**src/rtl/rat_pkg.sv**
```systemverilog
// ---------------------------------------------------------------------------
// rat_pkg
// Shared types and constants for the return-address stack slice.
//   pc_src_t         : DIN source encoding used on PC_MUX_SEL
//   PC_AW            : program counter address width
//   INTR_VEC_DEFAULT : default interrupt vector driven on DIN
// ---------------------------------------------------------------------------
package rat_pkg;

  localparam int PC_AW = 10;
  localparam logic [PC_AW-1:0] INTR_VEC_DEFAULT = 10'h3FF;

  typedef enum logic [1:0] {
    PC_SRC_IR    = 2'd0,
    PC_SRC_STACK = 2'd1,
    PC_SRC_INTR  = 2'd2,
    PC_SRC_RSVD  = 2'd3
  } pc_src_t;

endpackage : rat_pkg

```
**src/rtl/ret_addr_stack_if.sv**
```systemverilog
// ---------------------------------------------------------------------------
// ret_addr_stack_if
// Bus between the control unit / program counter and the return-address
// stack.
//   master : control side, drives PC_COUNT, IR_ADDR, PC_MUX_SEL, PUSH, POP, CLR
//   slave  : stack side, drives DIN, TOP, EMPTY, FULL, LEVEL, OVF, UNF
// ---------------------------------------------------------------------------
interface ret_addr_stack_if #(
  parameter int AW    = 10,
  parameter int DEPTH = 16
);

  localparam int LW = $clog2(DEPTH) + 1;

  logic [AW-1:0] PC_COUNT;
  logic [AW-1:0] IR_ADDR;
  logic [1:0]    PC_MUX_SEL;
  logic          PUSH;
  logic          POP;
  logic          CLR;
  logic [AW-1:0] DIN;
  logic [AW-1:0] TOP;
  logic          EMPTY;
  logic          FULL;
  logic [LW-1:0] LEVEL;
  logic          OVF;
  logic          UNF;

  modport master (
    output PC_COUNT, IR_ADDR, PC_MUX_SEL, PUSH, POP, CLR,
    input  DIN, TOP, EMPTY, FULL, LEVEL, OVF, UNF
  );

  modport slave (
    input  PC_COUNT, IR_ADDR, PC_MUX_SEL, PUSH, POP, CLR,
    output DIN, TOP, EMPTY, FULL, LEVEL, OVF, UNF
  );

endinterface : ret_addr_stack_if

```
**src/rtl/lifo_mem.sv**
```systemverilog
// ---------------------------------------------------------------------------
// lifo_mem
// DEPTH x AW register array, one synchronous write port and one
// asynchronous read port. Contents are intentionally not reset.
//   i_clk   : clock
//   i_we    : write enable
//   i_waddr : write index
//   i_wdata : write data
//   i_raddr : read index
//   o_rdata : read data (combinational)
// ---------------------------------------------------------------------------
module lifo_mem #(
  parameter  int AW    = 10,
  parameter  int DEPTH = 16,
  localparam int IW    = $clog2(DEPTH)
) (
  input  logic          i_clk,
  input  logic          i_we,
  input  logic [IW-1:0] i_waddr,
  input  logic [AW-1:0] i_wdata,
  input  logic [IW-1:0] i_raddr,
  output logic [AW-1:0] o_rdata
);

  logic [AW-1:0] r_mem [DEPTH];

  // Storage write port
  always_ff @(posedge i_clk) begin
    if (i_we) begin
      r_mem[i_waddr] <= i_wdata;
    end
  end

  assign o_rdata = r_mem[i_raddr];

endmodule : lifo_mem

```
**src/rtl/ret_addr_stack.sv**
```systemverilog
// ---------------------------------------------------------------------------
// ret_addr_stack
// Return-address stack and PC-source selector feeding the program counter
// load value.
//   CLK, RST_N : clock, asynchronous active-low reset
//   bus.slave  : PC_COUNT/IR_ADDR/PC_MUX_SEL/PUSH/POP/CLR in,
//                DIN/TOP/EMPTY/FULL/LEVEL/OVF/UNF out
// DIN and TOP are combinational from the current (pre-update) state so a
// pop-and-load hands the old top to the PC on the same edge LEVEL drops.
// ---------------------------------------------------------------------------
module ret_addr_stack
  import rat_pkg::*;
#(
  parameter int            AW       = PC_AW,
  parameter int            DEPTH    = 16,
  parameter logic [AW-1:0] INTR_VEC = INTR_VEC_DEFAULT
) (
  input  logic             CLK,
  input  logic             RST_N,
  ret_addr_stack_if.slave  bus
);

  localparam int IW = $clog2(DEPTH);
  localparam int LW = IW + 1;

  logic [LW-1:0] r_level;
  logic          r_ovf;
  logic          r_unf;

  logic [LW-1:0] w_level_dec;
  logic [LW-1:0] w_level_inc;
  logic          w_empty;
  logic          w_full;
  logic [AW-1:0] w_rd_data;
  logic [AW-1:0] w_top;
  logic [LW-1:0] w_level_nxt;
  logic          w_ovf_nxt;
  logic          w_unf_nxt;
  logic          w_we;
  logic [IW-1:0] w_waddr;
  pc_src_t       w_sel;

  assign w_level_dec = r_level - LW'(1);
  assign w_level_inc = r_level + LW'(1);
  assign w_empty     = (r_level == LW'(0));
  assign w_full      = (r_level == LW'(DEPTH));
  assign w_sel       = pc_src_t'(bus.PC_MUX_SEL);

  // Index wraps to all-ones when empty; the read is masked in that case.
  lifo_mem #(
    .AW    (AW),
    .DEPTH (DEPTH)
  ) u_mem (
    .i_clk   (CLK),
    .i_we    (w_we),
    .i_waddr (w_waddr),
    .i_wdata (bus.PC_COUNT),
    .i_raddr (w_level_dec[IW-1:0]),
    .o_rdata (w_rd_data)
  );

  // Top-of-stack view, zero when empty
  always_comb begin
    if (w_empty) begin
      w_top = '0;
    end else begin
      w_top = w_rd_data;
    end
  end

  // Program counter load source select
  always_comb begin
    case (w_sel)
      PC_SRC_IR:    bus.DIN = bus.IR_ADDR;
      PC_SRC_STACK: bus.DIN = w_top;
      PC_SRC_INTR:  bus.DIN = INTR_VEC;
      default:      bus.DIN = '0;
    endcase
  end

  // Next stack level, write strobe and sticky error flags
  always_comb begin
    w_level_nxt = r_level;
    w_ovf_nxt   = r_ovf;
    w_unf_nxt   = r_unf;
    w_we        = 1'b0;
    w_waddr     = r_level[IW-1:0];
    if (bus.CLR) begin
      w_level_nxt = LW'(0);
    end else if (bus.PUSH && bus.POP) begin
      if (!w_empty) begin
        // Replace the top entry in place; depth is unchanged.
        w_we    = 1'b1;
        w_waddr = w_level_dec[IW-1:0];
      end else begin
        // Empty stack: the pop half underflows, the push half still lands.
        w_we        = 1'b1;
        w_level_nxt = w_level_inc;
        w_unf_nxt   = 1'b1;
      end
    end else if (bus.PUSH) begin
      if (!w_full) begin
        w_we        = 1'b1;
        w_level_nxt = w_level_inc;
      end else begin
        w_ovf_nxt = 1'b1;
      end
    end else if (bus.POP) begin
      if (!w_empty) begin
        w_level_nxt = w_level_dec;
      end else begin
        w_unf_nxt = 1'b1;
      end
    end else begin
      w_level_nxt = r_level;
    end
  end

  // Stack level and sticky flag registers
  always_ff @(posedge CLK or negedge RST_N) begin
    if (!RST_N) begin
      r_level <= '0;
      r_ovf   <= 1'b0;
      r_unf   <= 1'b0;
    end else begin
      r_level <= w_level_nxt;
      r_ovf   <= w_ovf_nxt;
      r_unf   <= w_unf_nxt;
    end
  end

  assign bus.TOP   = w_top;
  assign bus.EMPTY = w_empty;
  assign bus.FULL  = w_full;
  assign bus.LEVEL = r_level;
  assign bus.OVF   = r_ovf;
  assign bus.UNF   = r_unf;

endmodule : ret_addr_stack

```
**src/flat_wrapper.sv**
```systemverilog
// flat-port wrapper written by rule: the top's interface ports become plain ports
module ret_addr_stack_flat import rat_pkg::*;
#(
  parameter int            AW       = PC_AW,
  parameter int            DEPTH    = 16,
  parameter logic [AW-1:0] INTR_VEC = INTR_VEC_DEFAULT
)
  (CLK, RST_N, bus_PC_COUNT, bus_IR_ADDR, bus_PC_MUX_SEL, bus_PUSH, bus_POP, bus_CLR, bus_DIN, bus_TOP, bus_EMPTY, bus_FULL, bus_LEVEL, bus_OVF, bus_UNF);
  ret_addr_stack_if #(.AW(AW), .DEPTH(DEPTH)) bus_i ();
  input  logic CLK;
  input  logic RST_N;
  input wire logic [$bits(bus_i.PC_COUNT)-1:0] bus_PC_COUNT;
  input wire logic [$bits(bus_i.IR_ADDR)-1:0] bus_IR_ADDR;
  input wire logic [$bits(bus_i.PC_MUX_SEL)-1:0] bus_PC_MUX_SEL;
  input wire logic [$bits(bus_i.PUSH)-1:0] bus_PUSH;
  input wire logic [$bits(bus_i.POP)-1:0] bus_POP;
  input wire logic [$bits(bus_i.CLR)-1:0] bus_CLR;
  output wire logic [$bits(bus_i.DIN)-1:0] bus_DIN;
  output wire logic [$bits(bus_i.TOP)-1:0] bus_TOP;
  output wire logic [$bits(bus_i.EMPTY)-1:0] bus_EMPTY;
  output wire logic [$bits(bus_i.FULL)-1:0] bus_FULL;
  output wire logic [$bits(bus_i.LEVEL)-1:0] bus_LEVEL;
  output wire logic [$bits(bus_i.OVF)-1:0] bus_OVF;
  output wire logic [$bits(bus_i.UNF)-1:0] bus_UNF;
  assign bus_i.PC_COUNT = bus_PC_COUNT;
  assign bus_i.IR_ADDR = bus_IR_ADDR;
  assign bus_i.PC_MUX_SEL = bus_PC_MUX_SEL;
  assign bus_i.PUSH = bus_PUSH;
  assign bus_i.POP = bus_POP;
  assign bus_i.CLR = bus_CLR;
  assign bus_DIN = bus_i.DIN;
  assign bus_TOP = bus_i.TOP;
  assign bus_EMPTY = bus_i.EMPTY;
  assign bus_FULL = bus_i.FULL;
  assign bus_LEVEL = bus_i.LEVEL;
  assign bus_OVF = bus_i.OVF;
  assign bus_UNF = bus_i.UNF;
  ret_addr_stack #(.AW(AW), .DEPTH(DEPTH), .INTR_VEC(INTR_VEC)) u_core (.CLK(CLK), .RST_N(RST_N), .bus(bus_i));
endmodule
```
**config.mk**
```make
export PLATFORM = sky130hd
export DESIGN_NAME = ret_addr_stack_flat
export DESIGN_NICKNAME = d
export VERILOG_FILES = /design/src/rtl/rat_pkg.sv /design/src/rtl/ret_addr_stack_if.sv /design/src/rtl/lifo_mem.sv /design/src/rtl/ret_addr_stack.sv /design/src/flat_wrapper.sv
export SDC_FILE = /design/constraint.sdc
export NUM_CORES = 1
export LEC_CHECK = 0
export ABC_AREA = 1
export CAP_MARGIN = 0
export CORE_MARGIN = 1.5
export CORE_UTILIZATION = 58
export DETAILED_ROUTE_END_ITERATION = 12
export PLACE_DENSITY = 0.8
export SYNTH_ARGS = -nofsm -noshare
export SYNTH_HDL_FRONTEND = slang
export SYNTH_SLANG_ARGS = --single-unit
```
**constraint.sdc**
```tcl
create_clock -name CLK -period 3.69 [get_ports CLK]
set_input_delay 0.5535 -clock CLK [delete_from_list [all_inputs] [get_ports CLK]]
set_output_delay 0.5535 -clock CLK [all_outputs]
set_load 0.02 [all_outputs]
```
==> impl_metrics.tcl <==
set metrics [dict create \
    finalMaxSlewViolations 0 \
    clock_skew_ns 0.00517 \
    slew_headroom_pct 52.4 \
    whs_ns 0.384 \
    place.gp.congestion 0.902 \
    async_reset_ff_share_pct 4.19 \
    core_um2 12200 \
    vias 5453 \
    cts.htree.levels 4 \
    detailedPlace.worstSlack_ns 0.495 \
    num_rows 40 \
    ctsHoldBuffers 0 \
    antenna_found_initial 0 \
    p_leak_nw 3.31 \
    layout.nets 790 \
    drc 0 \
    io_buffers 55 \
    grt_overflow_total 0 \
    min_period_ns 3.53 \
    cellPowerDensity_nw_per_um2 835 \
    r2r_end "u_core.u_mem.r_mem[4][8]$_DFFE_PP_" \
    hold_violations 0 \
    viasPerCell 5.79 \
    dominantRegCellSynth "edfxtp_1" \
    fin_setup_tns_ns 0 \
    drv_cap 0 \
    tightestPinTransition_ns 0.714 \
    setup.worst_path.start_class "flip-flop" \
    rsz0062_at_grt "no" \
    ys_seq_area_share_pct 67.8 \
    yosysTopAreaCell "edfxtp_1" \
    rrSetupSlack_ns 0.76 \
    slowest_stage "clkdlybuf4s50_1" \
    drtIter0Drc 601 \
    arrival_ns 2.98 \
    syn_area_um2 7350 \
    cts_buffers 17 \
    period_share_pct 95.8 \
    synth_edf_count 160 \
    worstPathRequired_ns 3.14 \
    wl_um 18000 \
    yosys_warnings 0 \
    synthTopCellsByArea "edfxtp_1, nand2_1, nand3_1, nor2_1, dfrtp_1" \
    drive_above_1_share_pct 11.1 \
    yosys-top-cells-count "nand2_1, edfxtp_1, nand3_1, nor2_1, o21ai_0" \
    worstReg2RegStart "u_core.bus.LEVEL[1]$_DFFE_PN0P_" \
    synth_top_area_share_pct 65.4 \
    grt_pass1_wl_um 27600 \
    synth_cell_types 29 \
    wl_per_cell_um 19.1 \
    die_x_um 116 \
    cts_tree "built" \
    crit_type "reg -> out" \
    fillers 813 \
    postSynthCellCount 693 \
    clk_path_buf_depth 2 \
    fin_ws_ns 0.156 \
    ys_ff_latch 167 \
    crit_top_cell "nand2_1" \
    die_h_um 116 \
    reg2reg_depth 10 \
    avgSynthCellArea_um2 10.6 \
    io_pins 56 \
    crit_path_end_kind "output port" \
    cts.sinks 167 \
    p_total_mw 7.34 \
    crit_fanout 21 \
    grt_max_degree 96 \
    fmax_mhz 283 \
    dieArea_um2 13400 \
    grt_pass1_vias 5209 \
    track_usage_pct 28.4 \
    first_pass_iters 5 \
    clk-insertion-delay-late_ns 0.43 \
    syn_to_final_growth_pct 19.6 \
    path_cells "inv_1, ha_1, buf_4, nor2_1, o21ai_0, nand3_1, nand3_1, nand2_1, nand2_1, nand2_1, clkdlybuf4s50_1" \
    antenna_cells 0 \
    finalSetupViolCount 0 \
    ant_nets 0 \
    critPathMaxStageDelay_ns 0.62 \
    path_clk_slew_ns 0.06 \
    multi_input_area_um2 2090 \
    cts_setup_buffers 0 \
    irDropWorstVdd_v 0.000359 \
    regArea_um2 4980 \
    syn-num-nets 723 \
    endpoint "bus_DIN[5]" \
    dpl.hpwl_um 11200 \
    status "finished, final reports clean" \
    hold_path_class "in -> async" \
    root_buffer "clkbuf_16" \
    crit_start "u_core.bus.LEVEL[1]$_DFFE_PN0P_" \
    synth.most_common_cell "nand2_1" \
    start_util_pct 60.4 \
]
[cells by family (layout without fill, tap and decap cells)]
family / count (synthesis) / count (layout) / synth area share (%)
AND/OR/NAND/NOR: 420 / 420 / 24.7
AO/OA/AOI/OAI: 36 / 36 / 2.62
buffers and inverters: 63 / 143 / 3.88
flip-flops: 167 / 167 / 67.8
XOR/XNOR: 4 / 4 / 0.579
adder cells (fa/ha/maj): 3 / 3 / 0.511
[layout make-up]
| class | count | share of cell area, % |
|---|---|---|
| clock buffers | 18 | 4.88 |
| clock inverters | 14 | 2.06 |
| inverters | 30 | 1.34 |
| multi-input cells | 463 | 23.8 |
| flip-flops and latches | 167 | 56.7 |
| well taps | 168 | 2.39 |
| repair buffers | 81 | 8.90 |
[how the worst min path moves through the flow]
stage,startpoint,to,slack (ns),cells past startpoint
floorplan,RST_N,u_core.bus.LEVEL[0]$_DFFE_PN0P_,0.26,0
detailed placement,u_core.bus.UNF$_DFFE_PN0P_,u_core.bus.UNF$_DFFE_PN0P_,0.45,1
global placement,u_core.bus.OVF$_DFFE_PN0P_,u_core.bus.OVF$_DFFE_PN0P_,0.45,2
CTS,RST_N,u_core.bus.LEVEL[1]$_DFFE_PN0P_,0.39,1
global route,RST_N,u_core.bus.LEVEL[1]$_DFFE_PN0P_,0.40,1
finish,RST_N,u_core.bus.LEVEL[1]$_DFFE_PN0P_,0.38,1
[metal layers]
metal  up-vias  global-route usage [%]  routed length, µm
met2       321                    45.5               8970
met5         -                       0                  0
met1      2585                    37.3               6760
met4         0                    13.1                590
met3        46                    6.54               1660
li1       2501                       -                  -
[stage by stage]
| stage | area (µm²) | std cells | utilization (%) |
|---|---|---|---|
| after global routing | 8790 | 941 | 72.3 |
| after detailed placement | 8140 | 908 | 66.9 |
| after CTS | 8750 | 940 | 71.9 |
| final | 8790 | 941 | 72.3 |
| after global placement | 8140 | 908 | 66.9 |
| after floorplan | 7350 | 693 | - |
[sequential cells by signal (all words and copies together) (netlist names)]
name,flops
u_core.bus.LEVEL,5
u_core.bus.OVF,1
u_core.bus.UNF,1
u_core.u_mem.r_mem,160
[report_power, final]
group	total (mW)	internal, mW	leakage, nW	switching, mW
clock	1.82	1.12	0.290	0.697
combinational	3.28	1.13	1.50	2.15
sequential	2.24	2.18	1.52	0.0596
total	7.34	4.43	3.31	2.91
[placed cells by master, fill, tap and decap left out, types with 3 or more instances in the layout]
cell type,netlist,layout
nand2_1,186,186
edfxtp_1,160,160
nand3_1,106,106
nor2_1,97,97
clkdlybuf4s50_1,0,54
o21ai_0,26,26
inv_1,25,25
buf_4,4,23
clkbuf_16,0,18
or2_2,13,13
nand4_1,7,7
dfrtp_1,7,6
o22ai_1,4,4
bufinv_16,0,4
clkinv_1,0,4
inv_2,5,3
nand2_2,4,3
nor2_2,3,3
ha_1,3,3
[what timing repair did]
item / in CTS / in global routing
endpoints found under the setup margin: 0 / 16
endpoints found under the hold margin: 0 / 0
gates resized for setup: 0 / 7
[worst max-delay path, delay by kind of cell (launching register included)]
| kind | cells | cell delay (ns) |
|---|---|---|
| AND/OR/NAND/NOR | 6 | 0.63 |
| adder cells (fa/ha/maj) | 1 | 0.30 |
| flip-flops | 1 | 0.44 |
| buffers and inverters | 3 | 1.06 |
| AO/OA/AOI/OAI | 1 | 0.12 |
No activity file was read; power rests on OpenSTA's default activity.
